<file path="config.mk">
export PLATFORM = sky130hd
export DESIGN_NAME = oflow_conflict_resolve_gen2
export DESIGN_NICKNAME = d
export VERILOG_FILES = /design/src/rtl/oflow_conflict_resolve_gen2.sv
export SDC_FILE = /design/constraint.sdc
export NUM_CORES = 1
export LEC_CHECK = 0
export ABC_AREA = 0
export BUFFER_PORTS_ARGS = -buffer_cell sky130_fd_sc_hd__buf_2
export CORE_MARGIN = 4
export CORE_UTILIZATION = 45
export DETAILED_ROUTE_END_ITERATION = 10
export HOLD_SLACK_MARGIN = 0.05
export PLACE_DENSITY = 0.6
export REMOVE_ABC_BUFFERS = 1
export SYNTH_ARGS = -nofsm -noshare
export SYNTH_HDL_FRONTEND = slang
export SYNTH_SLANG_ARGS = --single-unit
</file>
<file path="constraint.sdc">
create_clock -name clk -period 9.8 [get_ports clk]
set_input_delay 1.96 -clock clk [delete_from_list [all_inputs] [get_ports clk]]
set_output_delay 1.96 -clock clk [all_outputs]
set_load 0.01 [all_outputs]
</file>
<file path="src/rtl/oflow_conflict_resolve_gen2.sv">
// Conflict resolver: scans the score board, keeps the minimum-score holder per ID
// and marks every loser as fallback. Threshold abort is built only with OFLOW_CR_THRESHOLD_EN.
module oflow_conflict_resolve_gen2 #(
    parameter int NUM_ROWS         = 4,
    parameter int NUM_PES          = 4,
    parameter int ID_W             = 12,
    parameter int SCORE_W          = 16,
    parameter int HIST_DEPTH       = 16,
    parameter int MAX_CONFLICTS_TH = 10,
    localparam int ROW_W = (NUM_ROWS > 1) ? $clog2(NUM_ROWS) : 1,
    localparam int PE_W  = (NUM_PES > 1) ? $clog2(NUM_PES) : 1,
    localparam int CNT_W = $clog2(HIST_DEPTH + 1)
) (
    input  logic               clk,
    input  logic               reset_N,
    input  logic               start,
    input  logic               abort,
    output logic               busy,
    output logic               done,
    output logic               th_hit,
    output logic               overflow,
    output logic [CNT_W-1:0]   num_ids,
    output logic [ROW_W-1:0]   rd_row,
    output logic [PE_W-1:0]    rd_pe,
    input  logic [SCORE_W-1:0] rd_score,
    input  logic [ID_W-1:0]    rd_id,
    output logic               wr_en,
    output logic [ROW_W-1:0]   wr_row,
    output logic [PE_W-1:0]    wr_pe,
    output logic               wr_data
);

    // state   | meaning
    // IDLE    | waiting for start
    // READ    | score-board address driven, entry captured at the edge
    // RESOLVE | CAM lookup, slot update, loser write, pointer advance
    // DONE    | one-cycle done pulse
    typedef enum logic [1:0] {IDLE, READ, RESOLVE, DONE} state_t;

    localparam int               IDX_W    = (HIST_DEPTH > 1) ? $clog2(HIST_DEPTH) : 1;
    localparam logic [CNT_W-1:0] CNT_SAT  = '1;
    localparam logic [ROW_W-1:0] LAST_ROW = ROW_W'(NUM_ROWS - 1);
    localparam logic [PE_W-1:0]  LAST_PE  = PE_W'(NUM_PES - 1);

    if (MAX_CONFLICTS_TH < 2) begin : g_bad_threshold
        $error("MAX_CONFLICTS_TH must be at least 2");
    end

    state_t             state_q;
    logic [ROW_W-1:0]   ptr_row_q;
    logic [PE_W-1:0]    ptr_pe_q;
    logic [SCORE_W-1:0] score_q;
    logic [ID_W-1:0]    id_q;
    logic [CNT_W-1:0]   num_ids_q;
    logic               overflow_q;
    logic               done_q;
    logic               wr_en_q;
    logic [ROW_W-1:0]   wr_row_q;
    logic [PE_W-1:0]    wr_pe_q;
`ifdef OFLOW_CR_THRESHOLD_EN
    logic               th_hit_q;
`endif

    logic [HIST_DEPTH-1:0] slot_vld_q;
    logic [ID_W-1:0]       slot_id_q    [HIST_DEPTH];
    logic [SCORE_W-1:0]    slot_score_q [HIST_DEPTH];
    logic [ROW_W-1:0]      slot_row_q   [HIST_DEPTH];
    logic [PE_W-1:0]       slot_pe_q    [HIST_DEPTH];
    logic [CNT_W-1:0]      slot_cnt_q   [HIST_DEPTH];

    logic             hit;
    logic [IDX_W-1:0] hit_idx;
    logic [IDX_W-1:0] free_idx;
    logic             full;
    logic             better;
    logic             last_entry;
    logic             th_trip;
    logic             stop;
    logic [CNT_W-1:0] cnt_d;
    logic [ROW_W-1:0] ptr_row_d;
    logic [PE_W-1:0]  ptr_pe_d;

    always_comb begin
        hit     = 1'b0;
        hit_idx = '0;
        for (int i = 0; i < HIST_DEPTH; i++) begin
            if (!hit && slot_vld_q[i] && (slot_id_q[i] == id_q)) begin
                hit     = 1'b1;
                hit_idx = IDX_W'(i);
            end
        end
    end

    // Slots are allocated in order, so the next free slot is simply num_ids.
    assign free_idx   = IDX_W'(num_ids_q);
    assign full       = (num_ids_q == CNT_W'(HIST_DEPTH));
    assign cnt_d      = (slot_cnt_q[hit_idx] == CNT_SAT) ? CNT_SAT : slot_cnt_q[hit_idx] + CNT_W'(1);
    assign better     = (score_q < slot_score_q[hit_idx]);
    assign last_entry = (ptr_row_q == LAST_ROW) && (ptr_pe_q == LAST_PE);
    assign ptr_pe_d   = (ptr_pe_q == LAST_PE) ? '0 : ptr_pe_q + PE_W'(1);
    assign ptr_row_d  = (ptr_pe_q == LAST_PE) ? ptr_row_q + ROW_W'(1) : ptr_row_q;

`ifdef OFLOW_CR_THRESHOLD_EN
    assign th_trip = hit && (int'(cnt_d) >= MAX_CONFLICTS_TH);
    assign th_hit  = th_hit_q;
`else
    assign th_trip = 1'b0;
    assign th_hit  = 1'b0;
`endif

    assign stop = (id_q == '0) || (!hit && full) || th_trip || last_entry;

    always_ff @(posedge clk or negedge reset_N) begin
        if (!reset_N) begin
            state_q    <= IDLE;
            ptr_row_q  <= '0;
            ptr_pe_q   <= '0;
            score_q    <= '0;
            id_q       <= '0;
            num_ids_q  <= '0;
            overflow_q <= 1'b0;
            done_q     <= 1'b0;
            wr_en_q    <= 1'b0;
            wr_row_q   <= '0;
            wr_pe_q    <= '0;
            slot_vld_q <= '0;
`ifdef OFLOW_CR_THRESHOLD_EN
            th_hit_q   <= 1'b0;
`endif
            for (int i = 0; i < HIST_DEPTH; i++) begin
                slot_id_q[i]    <= '0;
                slot_score_q[i] <= '0;
                slot_row_q[i]   <= '0;
                slot_pe_q[i]    <= '0;
                slot_cnt_q[i]   <= '0;
            end
        end else begin
            done_q  <= 1'b0;
            wr_en_q <= 1'b0;
            unique case (state_q)
                IDLE: begin
                    if (start && !abort) begin
                        state_q    <= READ;
                        ptr_row_q  <= '0;
                        ptr_pe_q   <= '0;
                        num_ids_q  <= '0;
                        overflow_q <= 1'b0;
                        slot_vld_q <= '0;
`ifdef OFLOW_CR_THRESHOLD_EN
                        th_hit_q   <= 1'b0;
`endif
                    end
                end
                READ: begin
                    if (abort) begin
                        state_q <= IDLE;
                    end else begin
                        id_q    <= rd_id;
                        score_q <= rd_score;
                        state_q <= RESOLVE;
                    end
                end
                RESOLVE: begin
                    if (abort) begin
                        state_q <= IDLE;
                    end else begin
                        if (id_q != '0) begin
                            if (hit) begin
                                wr_en_q             <= 1'b1;
                                slot_cnt_q[hit_idx] <= cnt_d;
                                if (better) begin
                                    wr_row_q              <= slot_row_q[hit_idx];
                                    wr_pe_q               <= slot_pe_q[hit_idx];
                                    slot_score_q[hit_idx] <= score_q;
                                    slot_row_q[hit_idx]   <= ptr_row_q;
                                    slot_pe_q[hit_idx]    <= ptr_pe_q;
                                end else begin
                                    wr_row_q <= ptr_row_q;
                                    wr_pe_q  <= ptr_pe_q;
                                end
`ifdef OFLOW_CR_THRESHOLD_EN
                                if (th_trip) th_hit_q <= 1'b1;
`endif
                            end else if (full) begin
                                overflow_q <= 1'b1;
                            end else begin
                                slot_vld_q[free_idx]   <= 1'b1;
                                slot_id_q[free_idx]    <= id_q;
                                slot_score_q[free_idx] <= score_q;
                                slot_row_q[free_idx]   <= ptr_row_q;
                                slot_pe_q[free_idx]    <= ptr_pe_q;
                                slot_cnt_q[free_idx]   <= CNT_W'(1);
                                num_ids_q              <= num_ids_q + CNT_W'(1);
                            end
                        end
                        if (stop) begin
                            state_q <= DONE;
                            done_q  <= 1'b1;
                        end else begin
                            ptr_row_q <= ptr_row_d;
                            ptr_pe_q  <= ptr_pe_d;
                            state_q   <= READ;
                        end
                    end
                end
                DONE:    state_q <= IDLE;
                default: state_q <= IDLE;
            endcase
        end
    end

    // Abort suppresses the pending write and the done pulse in the cycle it is seen.
    assign busy     = (state_q != IDLE);
    assign done     = done_q && !abort;
    assign wr_en    = wr_en_q && !abort;
    assign wr_data  = wr_en;
    assign wr_row   = wr_row_q;
    assign wr_pe    = wr_pe_q;
    assign rd_row   = ptr_row_q;
    assign rd_pe    = ptr_pe_q;
    assign num_ids  = num_ids_q;
    assign overflow = overflow_q;

endmodule

</file>
==> summary.txt, run 1 <==
Yosys
  – Unique masters post-synth: 68
  – Share of the synthesized area in the top cell type: 50.9%
  – Synth Area per Inst: around 12 um2
  – Post-synthesis register bit count: between 500 and 600
  – YS warnings: 0
  – Post-Syn Area: 28200 um2
  – Post-Synthesis Cells: 2444
  – Post-synth top area cell: dfrtp_1
  – Asr flop ratio synth: 100%
  – Area contributors post-synth: dfrtp_1 51%, mux2_2 14%, xnor2_1 6.0%
  – EDFF count, synth: 0
  – Sequential cell area fraction in the yosys report: ~51%
  – Prevailing post-synth register cell: dfrtp_1
  – Most frequent cells after synthesis: 574 x dfrtp_1, 355 x mux2_2, 298 x nand2_1
  – Most frequent cell after synthesis: dfrtp_1

STA
  – Min setup slack post-route: around 1.4 ns
  – Number of setup violations in the final report: 0
  – Relative slew margins: roughly 18%
  – RSZ-0062 raised after global routing: no
  – Period utilization: 85.7%
  – Min Clock Period, post-route: approximately 8.4 ns
  – Final Max Slew Viols: 0
  – Fmax: 0.119 GHz
  – Final Hold Viols: 0
  – Slew @ Worst Pin: 1.23 ns
  – Worst Skew: between 0.03 and 0.04 ns
  – Sum Neg Setup Slack: 0 ns
  – Hold Slack: 0.485 ns

Power
  – Lkg Pwr: 14.9 nW
  – PwrDens: 195 nW/um2
  – Combinational power share: 15.5%
  – Maximum VDD drop: ~0.00015 V
  – Sequential group share of total power: 43.7%
  – Clk pwr share: 40.8%
  – Switching power of the nets: 1.70 mW
  – Total power draw: 6.16 mW
  – Power Internal: 4.46 mW
  – Sw frac: 27.6%

Drt
  – Total routed wirelength: just under 80000 um
  – Post-detailed-route count of antenna-violating nets: 0
  – First-pass iteration count of the detailed router: 7
  – Residual DRC count: 0
  – Via Count: about 19k
  – Vias per Instance: 5.78
  – DR iter-0 viols: roughly 1.6k
  – Wirelength per Cell: about 23 um

Clock tree
  – Post-CTS sizing: 0
  – Clock slew at reported path FFs: 0.06 ns
  – Clock Sinks: 574
  – H-Tree Depth: 3
  – CTS tree: built
  – Hold Buf Count CTS: 0
  – Total CTS buffers: 66
  – Root Buffer: clkbuf_16
  – Max Buffers Root-to-Sink: 3
  – Skew-Pair Late Insertion Delay: 0.61 ns
  – Postcts setup bufs: 0

Critical path
  – Arr. time, crit path: just under 9 ns
  – Worst EP required: 10.30 ns
  – Worst setup SP type: register
  – WS Path Type: reg -> reg
  – Worst Setup End Kind: register
  – Worst-path maximum fanout: 26

Layout
  – Synth-to-layout area growth: 12.1%
  – Final Cell Area: around 32000 um2
  – Layout cells sized above 1: 26.0%
  – Final core occ: 51.1%
  – Antenna diodes: 0
  – Non-filler cells, final: 3335
  – Final net count: 2504

GRT
  – Initial antenna violation count: 0
  – Largest net degree at the start of global routing: approximately 180
  – Gr ovfl total: 0
  – Vias in the first global route: 20.0k
  – GRT Total Usage: between 20% and 30%
  – First-pass GRT wire length: roughly 120000 um

Placement
  – GPL Wtd Cong: 0.847
  – Detail Placement HPWL: 48500 um
  – Placed cell areas: 29400 um2
  – Number of I/O port buffers: 49
  – Pre-CTS WS: 1.44 ns
  – Placed cell count: 3220

Floorplan
  – Die ar.: 66800 um2
  – Die Y: 258 um
  – Initial core utilization: 45.6%
  – Die X-Extent: 258 um
  – Rows: around 90
  – Core area: 61900 um2
  – Num ports: 51

Run
  – Max-cap violations: 0

Outcome
  – Status: finished clean

Min path
  – HP Class: reg -> reg
-- final cells by class --
class	instances	area (um2)
fillers	5540	30300
flip-flops and latches	574	14400
multi-input cells	1618	12800
clock buffers	104	2060
well taps	837	1050
repair buffers	144	1040
inverters	47	176
clock inverters	11	159
-- critical path: stages (launching register included) --
cell and delay, ns:
dfrtp_1 1.16, xnor2_1 0.17, nand4_1 0.20, nor4_4 0.10
nor4_2 0.63, and3_1 0.49, and2_1 0.63, a221o_2 0.75
nand2_1 0.10, and3_1 0.21, a31oi_1 0.31, o221ai_1 0.20
ha_1 0.32, a21o_1 0.16, a21o_1 0.17, a21o_1 0.17
a21o_1 0.17, a21o_1 0.17, a21o_1 0.19, a21oi_1 0.26
nand2_1 0.11, a41oi_2 0.24, a21boi_4 0.24, or3_1 0.81
o22ai_1 0.33
-- routing by layer --
layer / GRT usage [%] / wire [um] / vias up
met5: 0 / 0 / -
met2: 38.8 / 37700 / 528
li1: - / - / 8616
met4: 7.65 / 2420 / 0
met3: 3.78 / 3920 / 158
met1: 31.0 / 33400 / 9964
-- layout by cell type (no fill, tap or decap), types with 6 or more instances in the layout --
cell type,Yosys,layout
dfrtp_1,574,573
mux2_2,355,355
nand2_1,298,297
xnor2_1,192,192
mux2_1,128,128
buf_4,16,89
nand3_1,80,80
clkbuf_16,0,71
o22ai_1,61,61
nor2_1,50,49
buf_2,49,48
inv_1,47,47
and3_1,45,45
nand4_1,39,39
a21oi_1,36,36
a31oi_1,36,36
nor3_1,42,34
a211oi_1,28,26
mux2i_1,24,24
ha_1,21,21
o21ai_0,18,18
clkbuf_1,84,17
clkbuf_8,0,16
a311oi_1,13,12
a32o_1,11,11
a21o_1,11,11
nor4_1,12,10
nor4_2,6,8
a32oi_1,8,8
nor3_2,5,8
and2_1,7,7
or4_1,7,7
nor4_4,6,6
or2_2,6,6
o211ai_1,6,6
nor2b_1,6,6
a22oi_1,6,6
clkinv_2,0,6
buf_12,0,6
-- power groups by stage --
stage          registers [mW]  clock network (mW)  logic, mW
6_report                 2.69                2.51      0.954
5_1_grt                  2.71                2.67       1.05
4_1_cts                  2.69                2.57      0.966
3_5_place_dp             2.73                   0      0.962
3_3_place_gp             2.73                   0      0.951
2_1_floorplan            2.72                   0      0.546
-- final timing paths --
kind	slack, ns	start	end	cells after the start
hold reg to reg	0.48	slot_score_q[149]$_DFFE_PN0P_	slot_score_q[149]$_DFFE_PN0P_	1
hold / removal	0.48	slot_score_q[149]$_DFFE_PN0P_	slot_score_q[149]$_DFFE_PN0P_	1
setup reg to reg	1.40	id_q[7]$_DFFE_PN0P_	slot_score_q[11]$_DFFE_PN0P_	24
max in group asynchronous	6.39	reset_N	slot_id_q[19]$_DFFE_PN0P_	3
min in group asynchronous	1.39	reset_N	slot_score_q[184]$_DFFE_PN0P_	1
setup / recovery	1.40	id_q[7]$_DFFE_PN0P_	slot_score_q[11]$_DFFE_PN0P_	24
-- sequential cells by signal (all words and copies together) (netlist names) --
name	count
slot_id_q	192
wr_row	2
wr_en_q	1
slot_pe_q	32
slot_score_q	256
overflow	1
rd_row	2
id_q	12
state_q	2
num_ids	5
wr_pe	2
rd_pe	2
slot_row_q	32
done_q	1
score_q	16
slot_vld_q	16
-- cells by family (layout without fill, tap and decap cells) --
logic type      after synthesis  after routing  share of synthesized area, %
simple gates                626            626                          10.9
flops                       574            574                          50.9
mux                         507            507                          20.1
compound gates              268            268                          6.70
buf+inv                     252            306                          4.42
xor+xnor                    195            195                          6.08
fa+ha+maj                    21             21                         0.931
other cells                   1              1                        0.0133
Power figures use the tool's default switching activity.
==> inputs of run 2 (changes only) <==
CELL_PAD_IN_SITES_DETAIL_PLACEMENT = 1   (was unset)
CELL_PAD_IN_SITES_GLOBAL_PLACEMENT = 2   (was unset)
PLACE_DENSITY = 0.82   (was 0.6)
==> run 2 against run 1 <==
  * Combinational power increased by 3.1%
  * Non-clock buffer count decreased by 14
  * Maximum frequency up 0.23%
  * Global-route usage grew 1.5 points
  * Final area fell by 0.43%
  * Count of clock-buffer cells in the layout is 1 lower
  * Hold slack lost 0.0015 ns
  * Sequential power barely moved
  * Critical path depth is 1 higher
  * Routed wire length increased by 6.1%
  * Flip-flop and latch count unchanged
  * Core utilization fell by 0.22 points
  * Critical endpoint is now slot_score_q[15]$_DFFE_PN0P_
  * Largest cell class unchanged
==> summary.txt, run 2 (synthesis results as in run 1) <==
Outcome
  – Status: finished clean

Drt
  – Vias per Instance: 5.84 (+1.0%)
  – Post-detailed-route count of antenna-violating nets: 0 (unchanged)
  – Via Count: 19.4k (+0.64%)
  – DR iter-0 viols: 1149 (-27%)
  – Wirelength per Cell: 24.7 um (+6.5%)
  – Residual DRC count: 0 (unchanged)
  – Total routed wirelength: 82100 um (+6.1%)
  – First-pass iteration count of the detailed router: 5 (-2)

STA
  – Final Max Slew Viols: 0 (unchanged)
  – RSZ-0062 raised after global routing: no
  – Relative slew margins: 20.4% (+2.5 points)
  – Slew @ Worst Pin: 1.19 ns (-0.0374 ns)
  – Min setup slack post-route: 1.42 ns (+0.0191 ns)
  – Period utilization: 85.5% (-0.19 points)
  – Final Hold Viols: 0 (unchanged)
  – Min Clock Period, post-route: 8.38 ns (-0.0191 ns)
  – Sum Neg Setup Slack: 0 ns (unchanged)
  – Worst Skew: 0.0187 ns (-0.0122 ns)
  – Fmax: 0.119 GHz (+0.23%)
  – Number of setup violations in the final report: 0 (unchanged)

Clock tree
  – Clock Sinks: 574 (unchanged)
  – CTS tree: built
  – Root Buffer: clkbuf_16
  – Postcts setup bufs: 0 (unchanged)
  – Clock slew at reported path FFs: 0.06 ns (about the same)
  – Max Buffers Root-to-Sink: 3 (unchanged)
  – Post-CTS sizing: 0 (unchanged)
  – H-Tree Depth: 3 (unchanged)
  – Skew-Pair Late Insertion Delay: 0.60 ns (about the same)
  – Total CTS buffers: 67 (+1.5%)
  – Hold Buf Count CTS: 0 (unchanged)

Critical path
  – Setup crit start: id_q[1]$_DFFE_PN0P_
  – Worst setup SP type: register
  – RR Startpoint: id_q[1]$_DFFE_PN0P_
  – Slowest-stage cell, CP: or3_1
  – Arr. time, crit path: 8.87 ns (-0.03 ns)
  – Crit-path max cell delay: 0.80 ns (-0.36 ns)
  – WS Path Type: reg -> reg
  – Worst Setup End Kind: register
  – Worst EP required: 10.29 ns (about the same)
  – Most used cell along the critical path: a21o_1
  – Worst-path maximum fanout: 23 (-12%)

Layout
  – Top Registers: slot_score_q x256, slot_id_q x192
  – Most flops, register: slot_score_q
  – Final Cell Area: 31500 um2 (-0.43%)
  – Synth-to-layout area growth: 11.6%
  – Layout cells sized above 1: 25.7% (-0.35 points)
  – Final net count: 2491 (-0.52%)
  – Antenna diodes: 0 (unchanged)
  – Max reg flops: 256 (unchanged)
  – Most common cell after layout, fill and taps aside: dfrtp_1
  – Most frequent cells in the layout: 574 x dfrtp_1, 355 x mux2_2, 297 x nand2_1, 192 x xnor2_1, 128 x mux2_1

GRT
  – Initial antenna violation count: 0 (unchanged)
  – Vias in the first global route: 21.4k (+6.9%)
  – Gr ovfl total: 0 (unchanged)
  – First-pass GRT wire length: 129000 um (+7.3%)
  – GRT Total Usage: 24.7% (+1.5 points)
  – Largest net degree at the start of global routing: 179 (unchanged)

Floorplan
  – Die X-Extent: 258 um (unchanged)
  – Die Y: 258 um (unchanged)
  – Core area: 61900 um2 (unchanged)
  – Initial core utilization: 45.6% (unchanged)
  – Num ports: 51 (unchanged)
  – Die ar.: 66800 um2 (unchanged)
  – Rows: 91 (unchanged)

Min path
  – Hold_sp: slot_score_q[181]$_DFFE_PN0P_
  – HP Class: reg -> reg

Run
  – Max-cap violations: 0 (unchanged)

Placement
  – Number of I/O port buffers: 49 (unchanged)
  – Pre-CTS WS: 1.62 ns (+0.182 ns)
  – Placed cell areas: 29300 um2 (-0.45%)
  – Detail Placement HPWL: 52100 um (+7.4%)
  – GPL Wtd Cong: 0.838 (-1.0%)

Power
  – Maximum VDD drop: 0.000145 V (-0.80%)
  – Total power draw: 6.17 mW (+0.13%)
  – PwrDens: 196 nW/um2 (+0.56%)
  – Lkg Pwr: 14.8 nW (-0.54%)
==> run 2: changes by cell type in the layout (fill, tap and decap cells not counted), moves of 2 or more <==
cell / before / now
clkbuf_1: 17 / 15
buf_4: 89 / 77
clkinvlp_4: 0 / 2
buf_12: 6 / 4
==> run 2: through the flow <==
stage	utilization [%]	hold slack [ns]	cells
after floorplan	-	0.452	2239
after global placement	47.3	0.464	3206
after detailed placement	47.3	0.475	3206
after CTS	50.9	0.487	3322
after global routing	50.9	0.498	3322
final	50.9	0.483	3322
==> run 2: per-layer routing <==
layer	share of wire [%]	routed length [um]	vias up	track usage, %
li1	-	-	8602	-
met1	43	35200	10300	31.7
met2	51	41600	361	43.7
met3	3.4	2770	157	3.53
met4	3.0	2480	0	7.35
met5	0	0	-	0
==> run 2: worst max-delay path: cells and delay by family, from the launching register on <==
kind | cells | cell delay, ns
xor gates and xnor gates | 1 | 0.17
buffers and inverters | 2 | 0.79
DFF | 1 | 0.72
and+or+nand+nor | 8 | 2.76
AOI/OAI and AO/OA | 13 | 3.45
adders and majority gates | 1 | 0.33
==> run 2: worst paths after layout <==
check	depth (start not counted)	slack, ns	end
worst min register to register	1	0.48	slot_score_q[181]$_DFFE_PN0P_
worst max register to register	25	1.42	slot_score_q[15]$_DFFE_PN0P_
worst min-delay path	1	0.48	slot_score_q[181]$_DFFE_PN0P_
min in group asynchronous	1	1.43	slot_score_q[136]$_DFFE_PN0P_
worst max-delay path	25	1.42	slot_score_q[15]$_DFFE_PN0P_
max in group asynchronous	3	6.27	slot_id_q[21]$_DFFE_PN0P_
==> run 2: where the power goes <==
group	total [mW]	leakage (nW)	internal (mW)	switching, mW
registers	2.66	7.70	2.48	0.179
clock network	2.52	1.09	1.53	0.994
logic	0.984	5.98	0.415	0.570
==> run 2: layout make-up <==
cell class                      count  area (um2)
Fill cell                        6494       30400
Inverter                           47         176
Sequential cell                   574       14400
Tap cell                          837        1050
Timing Repair Buffer              130         913
Clock inverter                     13         149
Clock buffer                      103        2070
Multi-Input combinational cell   1618       12800
==> inputs of run 3 (changes only) <==
ABC_AREA = 1   (was 0)
CORE_UTILIZATION = 42   (was 45)
PLACE_DENSITY = 0.85   (was 0.82)
==> run 3 against run 2 <==
  * Clock power increased by 4%
  * Count of clock-buffer cells in the layout grew 1
  * Routed wire length rose by 27%
==> summary.txt, run 3 <==
Outcome
  – Status: finished clean

Yosys
  – Most frequent cell after synthesis: nand2_1
  – Post-synth top area cell: dfrtp_1
  – YS warnings: 0 (unchanged)
  – Asr flop ratio synth: 100% (unchanged)
  – Unique masters post-synth: 66 (-2.9%)
  – Post-Syn Area: 28700 um2 (+1.8%)
  – EDFF count, synth: 0 (unchanged)
  – Post-synthesis register bit count: 574 (unchanged)
  – Share of the synthesized area in the top cell type: 50.0% (-0.88 points)
  – Most frequent cells after synthesis: 1242 x nand2_1, 574 x dfrtp_1, 376 x nand4_1
  – Area contributors post-synth: dfrtp_1 50%, nand2_1 16%, nand4_1 8.2%
  – Prevailing post-synth register cell: dfrtp_1
  – Post-Synthesis Cells: 3475 (+42%)
  – Sequential cell area fraction in the yosys report: 50.0% (-0.88 points)
  – Synth Area per Inst: 8.27 um2 (-28%)

STA
  – Min setup slack post-route: 0.587 ns (-0.834 ns)
  – Fmax: 0.109 GHz (-9.0%)
  – Period utilization: 94.0% (+8.5 points)
  – Worst Skew: 0.0312 ns (+0.0125 ns)
  – Relative slew margins: 22.0% (+1.6 points)
  – Number of setup violations in the final report: 0 (unchanged)
  – Final Max Slew Viols: 0 (unchanged)
  – Min Clock Period, post-route: 9.21 ns (+0.834 ns)
  – Slew @ Worst Pin: 1.17 ns (-0.0269 ns)
  – Final Hold Viols: 0 (unchanged)
  – RSZ-0062 raised after global routing: no

Floorplan
  – Num ports: 51 (unchanged)
  – Die ar.: 72600 um2 (+8.7%)
  – Die X-Extent: 270 um (+4.3%)
  – Rows: 95 (+4.4%)
  – Initial core utilization: 42.5% (-3.0 points)
  – Die Y: 270 um (+4.3%)
  – Core area: 67500 um2 (+9.0%)

Clock tree
  – Root Buffer: clkbuf_16
  – Total CTS buffers: 69 (+3.0%)
  – Clock Sinks: 574 (unchanged)
  – Hold Buf Count CTS: 0 (unchanged)
  – Max Buffers Root-to-Sink: 3 (unchanged)
  – Postcts setup bufs: 0 (unchanged)
  – Post-CTS sizing: 0 (unchanged)
  – Skew-Pair Late Insertion Delay: 0.62 ns (+0.02 ns)
  – CTS tree: built
  – H-Tree Depth: 3 (unchanged)
  – Clock slew at reported path FFs: 0.06 ns (about the same)

Power
  – Lkg Pwr: 15.3 nW (+3.7%)
  – PwrDens: 235 nW/um2 (+20%)
  – Total power draw: 7.38 mW (+20%)
  – Maximum VDD drop: 0.000127 V (-12%)

GRT
  – Largest net degree at the start of global routing: 175 (-2.2%)
  – Gr ovfl total: 0 (unchanged)
  – First-pass GRT wire length: 161000 um (+25%)
  – GRT Total Usage: 28.1% (+3.4 points)
  – Initial antenna violation count: 2 (+2)
  – Vias in the first global route: 26.5k (+24%)

Critical path
  – Worst setup SP type: register
  – Worst Setup End Kind: register
  – Most used cell along the critical path: nand2_1
  – Crit-path max cell delay: 1.04 ns (+0.24 ns)
  – Worst R2R Path Depth: 32 (+28%)
  – Arr. time, crit path: 9.71 ns (+0.84 ns)
  – Reg2reg setup slack: 0.59 ns (-0.83 ns)
  – Worst EP required: 10.29 ns (about the same)
  – Worst-path maximum fanout: 102 (+340%)
  – RR Startpoint: id_q[7]$_DFFE_PN0P_
  – WS Path Type: reg -> reg
  – Worst r2r dst: slot_pe_q[5]$_DFFE_PN0P_
  – Slowest-stage cell, CP: nand3_1

Drt
  – Total routed wirelength: 104000 um (+27%)
  – Post-detailed-route count of antenna-violating nets: 0 (unchanged)
  – First-pass iteration count of the detailed router: 5 (unchanged)
  – DR iter-0 viols: 2502 (+120%)
  – Via Count: 25.7k (+33%)
  – Residual DRC count: 0 (unchanged)
  – Wirelength per Cell: 24.3 um (-1.8%)
  – Vias per Instance: 6.00 (+2.8%)

Placement
  – Number of I/O port buffers: 49 (unchanged)
  – Detail Placement HPWL: 64000 um (+23%)
  – Pre-CTS WS: 0.906 ns (-0.715 ns)
  – GPL Wtd Cong: 0.881 (+5.0%)

Min path
  – Hold Path Depth: 2 (+1)
  – HP Class: reg -> reg
  – Hold_sp: slot_score_q[64]$_DFFE_PN0P_
  – Hold Path End: slot_score_q[64]$_DFFE_PN0P_

Layout
  – Synth-to-layout area growth: 9.40%
  – Most common cell after layout, fill and taps aside: nand2_1
  – Most frequent cells in the layout: 1241 x nand2_1, 574 x dfrtp_1, 376 x nand4_1, 248 x o21ai_0, 131 x inv_1
  – Top Registers: slot_score_q x256, slot_id_q x192
  – Layout cells sized above 1: 8.87% (-17 points)
  – Antenna diodes: 0 (unchanged)
  – Max reg flops: 256 (unchanged)
  – Most flops, register: slot_score_q
  – Fillers: 8017 (+23%)
  – Final net count: 3417 (+37%)

Run
  – Max-cap violations: 0 (unchanged)
-- run 3: worst max-delay path, delay by kind of cell (launching register included) --
kind,cells,cell delay (ns)
buf+inv,4,1.54
compound gates,6,1.39
flops,1,0.84
fa+ha+maj,1,0.27
simple gates,21,4.94
-- run 3: logic make-up (layout without fill, tap and decap cells) --
family / count (synthesis) / after routing / synth area share (%)
AOI/OAI and AO/OA: 502 / 502 / 10.7
xor gates and xnor gates: 56 / 56 / 1.71
other: 1 / 1 / 0.0131
buffers and inverters: 459 / 399 / 7.64
adders and majority gates: 21 / 21 / 0.915
and+or+nand+nor: 1847 / 1847 / 28.5
muxes: 15 / 15 / 0.588
DFF: 574 / 574 / 50.0
-- run 3: how the worst max path moves through the flow --
stage / endpoint / slack, ns / from
finish: slot_pe_q[5]$_DFFE_PN0P_ / 0.59 / id_q[7]$_DFFE_PN0P_
global route: slot_pe_q[5]$_DFFE_PN0P_ / 0.13 / id_q[7]$_DFFE_PN0P_
CTS: slot_pe_q[5]$_DFFE_PN0P_ / 0.78 / id_q[7]$_DFFE_PN0P_
detailed placement: slot_row_q[4]$_DFFE_PN0P_ / 0.91 / id_q[7]$_DFFE_PN0P_
global placement: slot_score_q[37]$_DFFE_PN0P_ / 1.22 / id_q[7]$_DFFE_PN0P_
floorplan: slot_pe_q[0]$_DFFE_PN0P_ / -0.37 / id_q[10]$_DFFE_PN0P_
-- run 3: power breakdown --
part / total [mW] / switching, mW / leakage [nW] / internal [mW]
Clock: 2.61 / 1.05 / 1.13 / 1.56
Sequential: 2.87 / 0.320 / 7.89 / 2.55
Combinational: 1.90 / 1.39 / 6.29 / 0.514
Total: 7.38 / 2.76 / 15.3 / 4.62
-- run 3: final cells by class --
type | count | area [um2] | area share [%]
timing repair buffer | 129 | 918 | 2.92
sequential | 574 | 14400 | 45.7
tap | 873 | 1090 | 3.48
inverter | 148 | 558 | 1.78
multi-input combinational | 2442 | 12200 | 38.9
clock inverter | 18 | 209 | 0.665
clock buffer | 104 | 2070 | 6.59
-- run 3: routing by layer --
layer	GRT usage, %	vias to the layer above	part of all wire, %
li1	-	11500	-
met5	0	-	0
met1	41.5	13300	46
met2	43.1	759	45
met3	4.35	148	6.7
met4	7.84	0	2.3
-- run 3: stage by stage --
stage                     util, %  setup TNS [ns]  instance area (um2)  hold WS, ns  std cells
after CTS                    46.5               0                31400        0.466       4288
after global placement       43.2               0                29100        0.453       4166
final                        46.5               0                31400        0.470       4288
after detailed placement     43.2               0                29100        0.452       4166
after floorplan                 -         -117.02                27100        0.433       3164
after global routing         46.5               0                31400        0.490       4288
